File: src/rtl/mem_model_pkg.sv
// -----------------------------------------------------------------------------
// mem_model_pkg
// Shared definitions for the behavioural multi-port memory model:
//   - port_state_e      : per-port request FSM states (IDLE, WAIT, RESP)
//   - HALT_INSN_DEFAULT : instruction word that marks the end of a program
//   - LAT_CNT_W         : width of the per-port latency counter (LATENCY <= 15)
//   - word_out_of_range : true when a byte address selects a word beyond storage
// -----------------------------------------------------------------------------
package mem_model_pkg;

  localparam logic [31:0] HALT_INSN_DEFAULT = 32'h0000_006F;
  localparam int          LAT_CNT_W         = 4;

  typedef enum logic [1:0] {
    IDLE = 2'd0,
    WAIT = 2'd1,
    RESP = 2'd2
  } port_state_e;

  // The word index is the byte address with its two low bits dropped.
  function automatic logic word_out_of_range(input logic [31:0] addr,
                                             input int unsigned depth_words);
    logic [31:0] word_idx;
    word_idx = {2'b00, addr[31:2]};
    return (word_idx >= 32'(depth_words));
  endfunction

endpackage

File: src/rtl/mem_port_fsm.sv
// -----------------------------------------------------------------------------
// mem_port_fsm
// One request port of the memory model. Captures a request in IDLE, waits
// LATENCY-1 cycles in WAIT (skipped when LATENCY is 1), presents a one-cycle
// response in RESP and returns to IDLE. Requester inputs are only looked at in
// IDLE, so anything they do while the port is busy has no effect.
//
// Ports:
//   clk, rst_n     : clock, synchronous active-low reset
//   i_read/i_write : request strobes (both high is reported as an error)
//   i_wmask        : byte enables for writes
//   i_address      : byte address (low two bits ignored)
//   i_wdata        : write data
//   o_resp         : one-cycle completion pulse
//   o_error        : error qualifier, only high together with o_resp
//   o_is_read/o_is_write : captured operation
//   o_word/o_wmask/o_wdata : captured word index, byte enables, write data
// -----------------------------------------------------------------------------
module mem_port_fsm
  import mem_model_pkg::*;
#(
  parameter int LATENCY     = 3,
  parameter int DEPTH_WORDS = 1024,
  parameter int AW          = 10
) (
  input  logic          clk,
  input  logic          rst_n,
  input  logic          i_read,
  input  logic          i_write,
  input  logic [3:0]    i_wmask,
  input  logic [31:0]   i_address,
  input  logic [31:0]   i_wdata,
  output logic          o_resp,
  output logic          o_error,
  output logic          o_is_read,
  output logic          o_is_write,
  output logic [AW-1:0] o_word,
  output logic [3:0]    o_wmask,
  output logic [31:0]   o_wdata
);

  // Counter load value: WAIT lasts LATENCY-1 cycles, leaving on a zero count.
  localparam logic [LAT_CNT_W-1:0] WAIT_INIT = LAT_CNT_W'(LATENCY - 2);

  port_state_e          r_state;
  logic [LAT_CNT_W-1:0] r_cnt;
  logic                 r_resp;
  logic                 r_err;
  logic                 r_rd;
  logic                 r_wr;
  logic [AW-1:0]        r_word;
  logic [3:0]           r_wmask;
  logic [31:0]          r_wdata;

  logic                 w_req;
  logic                 w_unused_byte_offset;

  assign w_req = i_read | i_write;
  // Byte offset within the word plays no role in a word-wide memory.
  assign w_unused_byte_offset = ^i_address[1:0];

  // Request FSM: capture in IDLE, count down in WAIT, pulse resp in RESP.
  always_ff @(posedge clk) begin
    if (!rst_n) begin
      r_state <= IDLE;
      r_cnt   <= '0;
      r_resp  <= 1'b0;
      r_err   <= 1'b0;
      r_rd    <= 1'b0;
      r_wr    <= 1'b0;
      r_word  <= '0;
      r_wmask <= 4'h0;
      r_wdata <= 32'h0;
    end else begin
      case (r_state)
        IDLE: begin
          if (w_req) begin
            r_rd    <= i_read;
            r_wr    <= i_write;
            r_word  <= i_address[AW+1:2];
            r_wmask <= i_wmask;
            r_wdata <= i_wdata;
            r_err   <= (i_read & i_write) |
                       word_out_of_range(i_address, DEPTH_WORDS);
            if (LATENCY == 1) begin
              r_state <= RESP;
              r_resp  <= 1'b1;
            end else begin
              r_state <= WAIT;
              r_cnt   <= WAIT_INIT;
              r_resp  <= 1'b0;
            end
          end else begin
            r_resp <= 1'b0;
          end
        end
        WAIT: begin
          if (r_cnt == '0) begin
            r_state <= RESP;
            r_resp  <= 1'b1;
          end else begin
            r_cnt  <= r_cnt - LAT_CNT_W'(1);
            r_resp <= 1'b0;
          end
        end
        RESP: begin
          r_state <= IDLE;
          r_resp  <= 1'b0;
        end
        default: begin
          r_state <= IDLE;
          r_resp  <= 1'b0;
        end
      endcase
    end
  end

  assign o_resp     = r_resp;
  assign o_error    = r_resp & r_err;
  assign o_is_read  = r_rd;
  assign o_is_write = r_wr;
  assign o_word     = r_word;
  assign o_wmask    = r_wmask;
  assign o_wdata    = r_wdata;

endmodule

File: config.mk
export PLATFORM = sky130hd
export DESIGN_NAME = mem_port_fsm
export DESIGN_NICKNAME = d
export VERILOG_FILES = /design/src/rtl/mem_model_pkg.sv /design/src/rtl/mem_port_fsm.sv
export SDC_FILE = /design/constraint.sdc
export NUM_CORES = 1
export LEC_CHECK = 0
export CAP_MARGIN = 20
export CORE_ASPECT_RATIO = 1.1
export CORE_MARGIN = 5
export CORE_UTILIZATION = 39
export CTS_CLUSTER_DIAMETER = 120
export CTS_CLUSTER_SIZE = 30
export DETAILED_ROUTE_END_ITERATION = 12
export GPL_TIMING_DRIVEN = 0
export PLACE_DENSITY = 0.86
export SLEW_MARGIN = 20
export SYNTH_ARGS = -nofsm -noshare
export SYNTH_HDL_FRONTEND = slang
export SYNTH_SLANG_ARGS = --single-unit
File: constraint.sdc
create_clock -name clk -period 1.9 [get_ports clk]
set_input_delay 0.285 -clock clk [delete_from_list [all_inputs] [get_ports clk]]
set_output_delay 0.285 -clock clk [all_outputs]
set_load 0.02 [all_outputs]
# After elaboration in Yosys (flattened, before gate mapping)
# Cells that the tools add are included.
# word_totals
register_bits,56
inputBits,72
out_inout_bits,50
wordCells,33
# classes
addsub,1
magnitude_cmp,1
eq_ne,4
n_mux,7
bitwise_logic,4
n_reduce_logical,7
# ops
cell,n
greater-or-equal comparator 30 x 11 -> 1 bit (second input constant),1
two-way mux 4 bit,2
one-hot mux 4 bit (2 select lines),1
inequality test 2 bit (second input constant),3
AND reduction 2 bit,3
zero test 4 bit,1
two-way mux 2 bit,2
one-hot mux 2 bit (2 select lines),1
subtractor 4 x 1 -> 4 bit (second input constant),1
AND reduction 3 bit,1
bitwise AND 1 bit,2
== test 2 x 1 -> 1 bit (second input constant),1
zero test 2 bit,1
bitwise OR 1 bit,2
nonzero test 2 bit,1
two-way mux 1 bit,1

# Longest topological paths before layout
# depth
depth_word,3
mapped_depth,5
mapped_depth_nobuf,5

# Worst setup path after synthesis
# Ideal clock, no wire load.
# synth_timing
path_kind,register to register
from,register r_cnt[0]
to,register r_cnt[1]
setup_ns,0.058
arrival_ns,1.348
required_ns,1.842
path_slack_ns,0.494
path_stages_with_launch,6
path_buffers,0
period_less_slack_ns,1.406
cell_sequence,dfxtp_1 > inv_1 > ha_1 > or3b_2 > a221oi_1 > o21a_1
# synth_between
elab_chain_cells,3
# synth_rtl
item,line_no,rtl
"start, declared",mem_port_fsm.sv:46,logic [LAT_CNT_W-1:0] r_cnt;
"start signal, assigned",mem_port_fsm.sv:102,r_cnt <= r_cnt - LAT_CNT_W'(1);
subtractor 4 x 1 -> 4 bit / zero test 4 bit (equally long branches),"mem_port_fsm.sv:102, mem_port_fsm.sv:98",
two-way mux 4 bit / inequality test 2 bit (equally long branches),n/a,
one-hot mux 4 bit (2 select lines) / AND reduction 3 bit (equally long branches),n/a,
# Parallel ways exist; a longest one is shown, timed or not. The select of a mux whose other input is x is not followed.
# A chain may end at the register's enable or synchronous reset.

# Final worst setup path
# layout_timing
from,"register r_resp, in the netlist o_resp"
to,output o_error
# layout_between
elab_chain_cells,1
# layout_rtl
item,line_no,rtl
"start, declared",mem_port_fsm.sv:47,logic r_resp;
"start signal, assigned",mem_port_fsm.sv:67,r_resp <= 1'b0;
"start signal, assigned",mem_port_fsm.sv:87,r_resp <= 1'b1;
"start signal, assigned",mem_port_fsm.sv:91,r_resp <= 1'b0;
bitwise AND 1 bit,mem_port_fsm.sv:119,assign o_error = r_resp & r_err;
"end, declared",mem_port_fsm.sv:34,"output logic o_error,"
# Every way passes these cells.

==> impl_metrics.json <==
{
  "worst_slew_slack_as_a_fraction_of_its_limit": 0.598,
  "drcViolationCount": 0,
  "portBuffers": 118,
  "ioPinCount": 122,
  "synth_async_sr_flop_share": 0,
  "post-route-worst-setup-slack_ns": 0.239,
  "cp_slowest_stage_delay_ns": 0.61,
  "ctsHoldBuffers": 0,
  "grt_pass1_vias": 2452,
  "hold_depth": 2,
  "critPathKind": "register to output port",
  "synthesis.nets": 344,
  "antenna_cells_inserted": 0,
  "postRouteWirelength_mm": 7.22,
  "cp.required_ns": 1.62,
  "cp.buffers_inverters": 1,
  "finalSetupViolCount": 0,
  "drive_above_1_share": 0.0404,
  "place.gp.congestion": 0.767,
  "rsz0062_at_grt": "no",
  "critical-path-slowest-cell": "clkdlybuf4s50_1",
  "fin_tns_setup_ns": 0,
  "share_comb_of_total_power": 0.307,
  "max_clock_freq_ghz": 0.602,
  "design.final.nets": 469,
  "cellInternalPower_mw": 2.02,
  "status": "completed",
  "count_of_pins_over_their_slew_limit": 0,
  "yosysWarnings": 0,
  "ff_latch_area_um2": 1120,
  "pwr-share-clk": 0.228,
  "postCtsSetupRepairBufs": 0,
  "floorplan.initialDensity": 0.403,
  "pin_count_of_the_biggest_net_entering_global_routing": 16,
  "wire_length_of_the_first_global_routing_pass_mm": 12.1,
  "power.sequential.fraction": 0.466,
  "worstReg2RegStart": "r_cnt[0]",
  "switching_power_mw": 0.871,
  "tritoncts_clock_tree": "built",
  "cts.clk_slew.worst_paths_ns": 0.09,
  "detailroute.via_count": 2475,
  "synth.top_cell.area_share": 0.479,
  "hold_path_end": "o_wdata[23]",
  "die-area_um2": 7650,
  "sw_frac_of_total": 0.301,
  "yosys.cell_count.top_type": "dfxtp_1",
  "holdCritStartpoint": "rst_n",
  "reg2reg_setup_slack_ns": 0.29,
  "min-delay-path-class": "input port to register",
  "postSynthRegisterBits": 56,
  "dp.cells": 465,
  "cts_repair_resize_count": 0,
  "final_skew_ns": 0.00443,
  "fp.coreArea_um2": 5810,
  "detailedPlacementHpwl_mm": 5.52,
  "synth_common_cells": "dfxtp_1 (56), o21ai_0 (51), nand3_1 (47)",
  "synth_area_per_cell_um2": 8.67,
  "syn_area_um2": 2340,
  "critical_path.endpoint_type": "output port",
  "synth_cell_types": 29,
  "synthToLayoutAreaGrowth_pct": 58.4,
  "antenna_violations_before_repair": 0,
  "number_of_fill_cells_in_the_layout": 501,
  "final.hold.worst_slack_ns": 0.416,
  "final_antenna_net_count": 0,
  "ys.flop_type": "dfxtp_1",
  "final_cell_count_no_fill": 473,
  "critical_path.startpoint_type": "register",
  "first_iter_violations": 136,
  "clockBufferDepth": 2,
  "htreeDepth": 2,
  "number_of_synthesized_flops_with_an_enable_pin": 0,
  "overall_die_height_um": 91.2,
  "vdd.ir_drop.worst_v": 0.000565,
  "path_max_fanout": 2,
  "numCtsBuffers": 5,
  "portion_of_the_clock_cycle_consumed_by_the_worst_path_in_the_final_layout": 0.874,
  "multiInputGateArea_um2": 1090,
  "total_power_mw": 2.89,
  "clock-root-buffer": "clkbuf_8",
  "crit_family": "buffers and inverters",
  "total_leakage_power_nw": 1.34,
  "yosysSeqAreaShare": 0.479,
  "crit_chain": "and2_1 -> clkdlybuf4s50_1",
  "synthesis.instances": 270,
  "grt_use_total": 0.189,
  "clock_latency_ns": 0.30,
  "gr-total-overflow": 0,
  "period_needed_ns": 1.66,
  "wl_per_cell_um": 15.3,
  "worst-r2r-cell-count": 5,
  "pre_cts_slack_ns": -0.0780,
  "numClockSinks": 56,
  "rr_endpoint": "r_cnt[0]",
  "placement_rows": 29,
  "netlist.top_cell.by_area": "dfxtp_1",
  "biggest_area_contributors_in_the_synthesized_netlist": "dfxtp_1 (48%), a21boi_0 (15%), o21ai_0 (11%)",
  "detail_route.vias_per_cell": 5.23,
  "die_x_um": 83.9,
  "drt_first_pass_iters": 4,
  "timing.critical_path.arrival_ns": 1.38,
  "max_cap_viol": 0,
  "power_per_cell_area_nw_per_um2": 780,
  "worst_pin_slew_ns": 0.602,
  "timing.final.hold_violations": 0
}
[per-stage QoR]
stage          instance area [um2]   util
2_1_floorplan                 2340      -
3_3_place_gp                  3620  0.623
4_1_cts                       3710  0.639
6_report                      3710  0.639
3_5_place_dp                  3620  0.623
5_1_grt                       3710  0.639
[power by group through the flow]
stage | sequential, mW | combinational, mW | clock, mW
global route | 1.36 | 0.967 | 0.730
finish | 1.35 | 0.887 | 0.658
floorplan | 1.49 | 0.318 | 0
detailed placement | 1.37 | 0.895 | 0
global placement | 1.37 | 0.876 | 0
CTS | 1.35 | 0.897 | 0.677
[logic make-up (layout without fill, tap and decap cells)]
logic type                 Yosys count  in the layout  synth area share
DFF                                 56             56             0.479
and+or+nand+nor                     74             74             0.168
AOI/OAI and AO/OA                  106            106             0.286
buffers and inverters               32            158            0.0556
adders and majority gates            2              2            0.0107
[flip-flops by register name, indices dropped and copies added (netlist names)]
| signal | count |
|---|---|
| o_is_write | 1 |
| o_wmask | 4 |
| r_err | 1 |
| o_is_read | 1 |
| o_wdata | 32 |
| r_state | 2 |
| o_resp | 1 |
| r_cnt | 4 |
| o_word | 10 |
[worst max-delay path by stage]
stage,start,end,slack (ns),cells after the start
global route,i_write,o_wdata[19],0.14,6
global placement,i_write,r_cnt[3],0.03,6
floorplan,r_cnt[0],r_cnt[1],0.49,5
CTS,o_resp,o_error,0.22,2
finish,o_resp,o_error,0.24,2
detailed placement,i_write,o_wdata[19],-0.08,6
[metal layers]
| layer | track usage | vias to the layer above | part of all wire |
|---|---|---|---|
| li1 | - | 1218 | - |
| met5 | 0 | - | 0 |
| met1 | 0.223 | 1151 | 0.41 |
| met2 | 0.326 | 96 | 0.50 |
| met4 | 0.0469 | 0 | 0.014 |
| met3 | 0.0670 | 10 | 0.081 |
[worst reg2reg max path: stages, from the launching register on]
cell,delay [ns]
dfxtp_1,0.35
inv_1,0.09
ha_1,0.16
nor3b_1,0.52
o22ai_1,0.16
o211a_1,0.23
[layout by cell type (no fill, tap or decap), drive strengths merged, types with 2 or more instances in the layout]
cell type / synthesis / final
buf: 8 / 8
clkbuf: 19 / 27
inv: 5 / 5
ha: 2 / 2
a21oi: 2 / 2
nand3: 47 / 47
or4: 2 / 2
and2: 2 / 2
o21ai: 51 / 51
and3: 2 / 2
or2: 2 / 2
clkdlybuf4s50: 0 / 118
nand4: 2 / 2
dfxtp: 56 / 56
a21boi: 48 / 48
nor4: 5 / 5
nand2: 3 / 3
nor2: 3 / 3
[layout make-up]
| class | count | area share |
|---|---|---|
| buffer | 27 | 0.0300 |
| inverter | 5 | 0.00506 |
| tap | 77 | 0.0260 |
| timing repair buffer | 118 | 0.319 |
| clock buffer | 8 | 0.0243 |
| multi-input combinational | 182 | 0.294 |
| sequential | 56 | 0.302 |
Note: power is estimated with default switching activity, not from simulation.
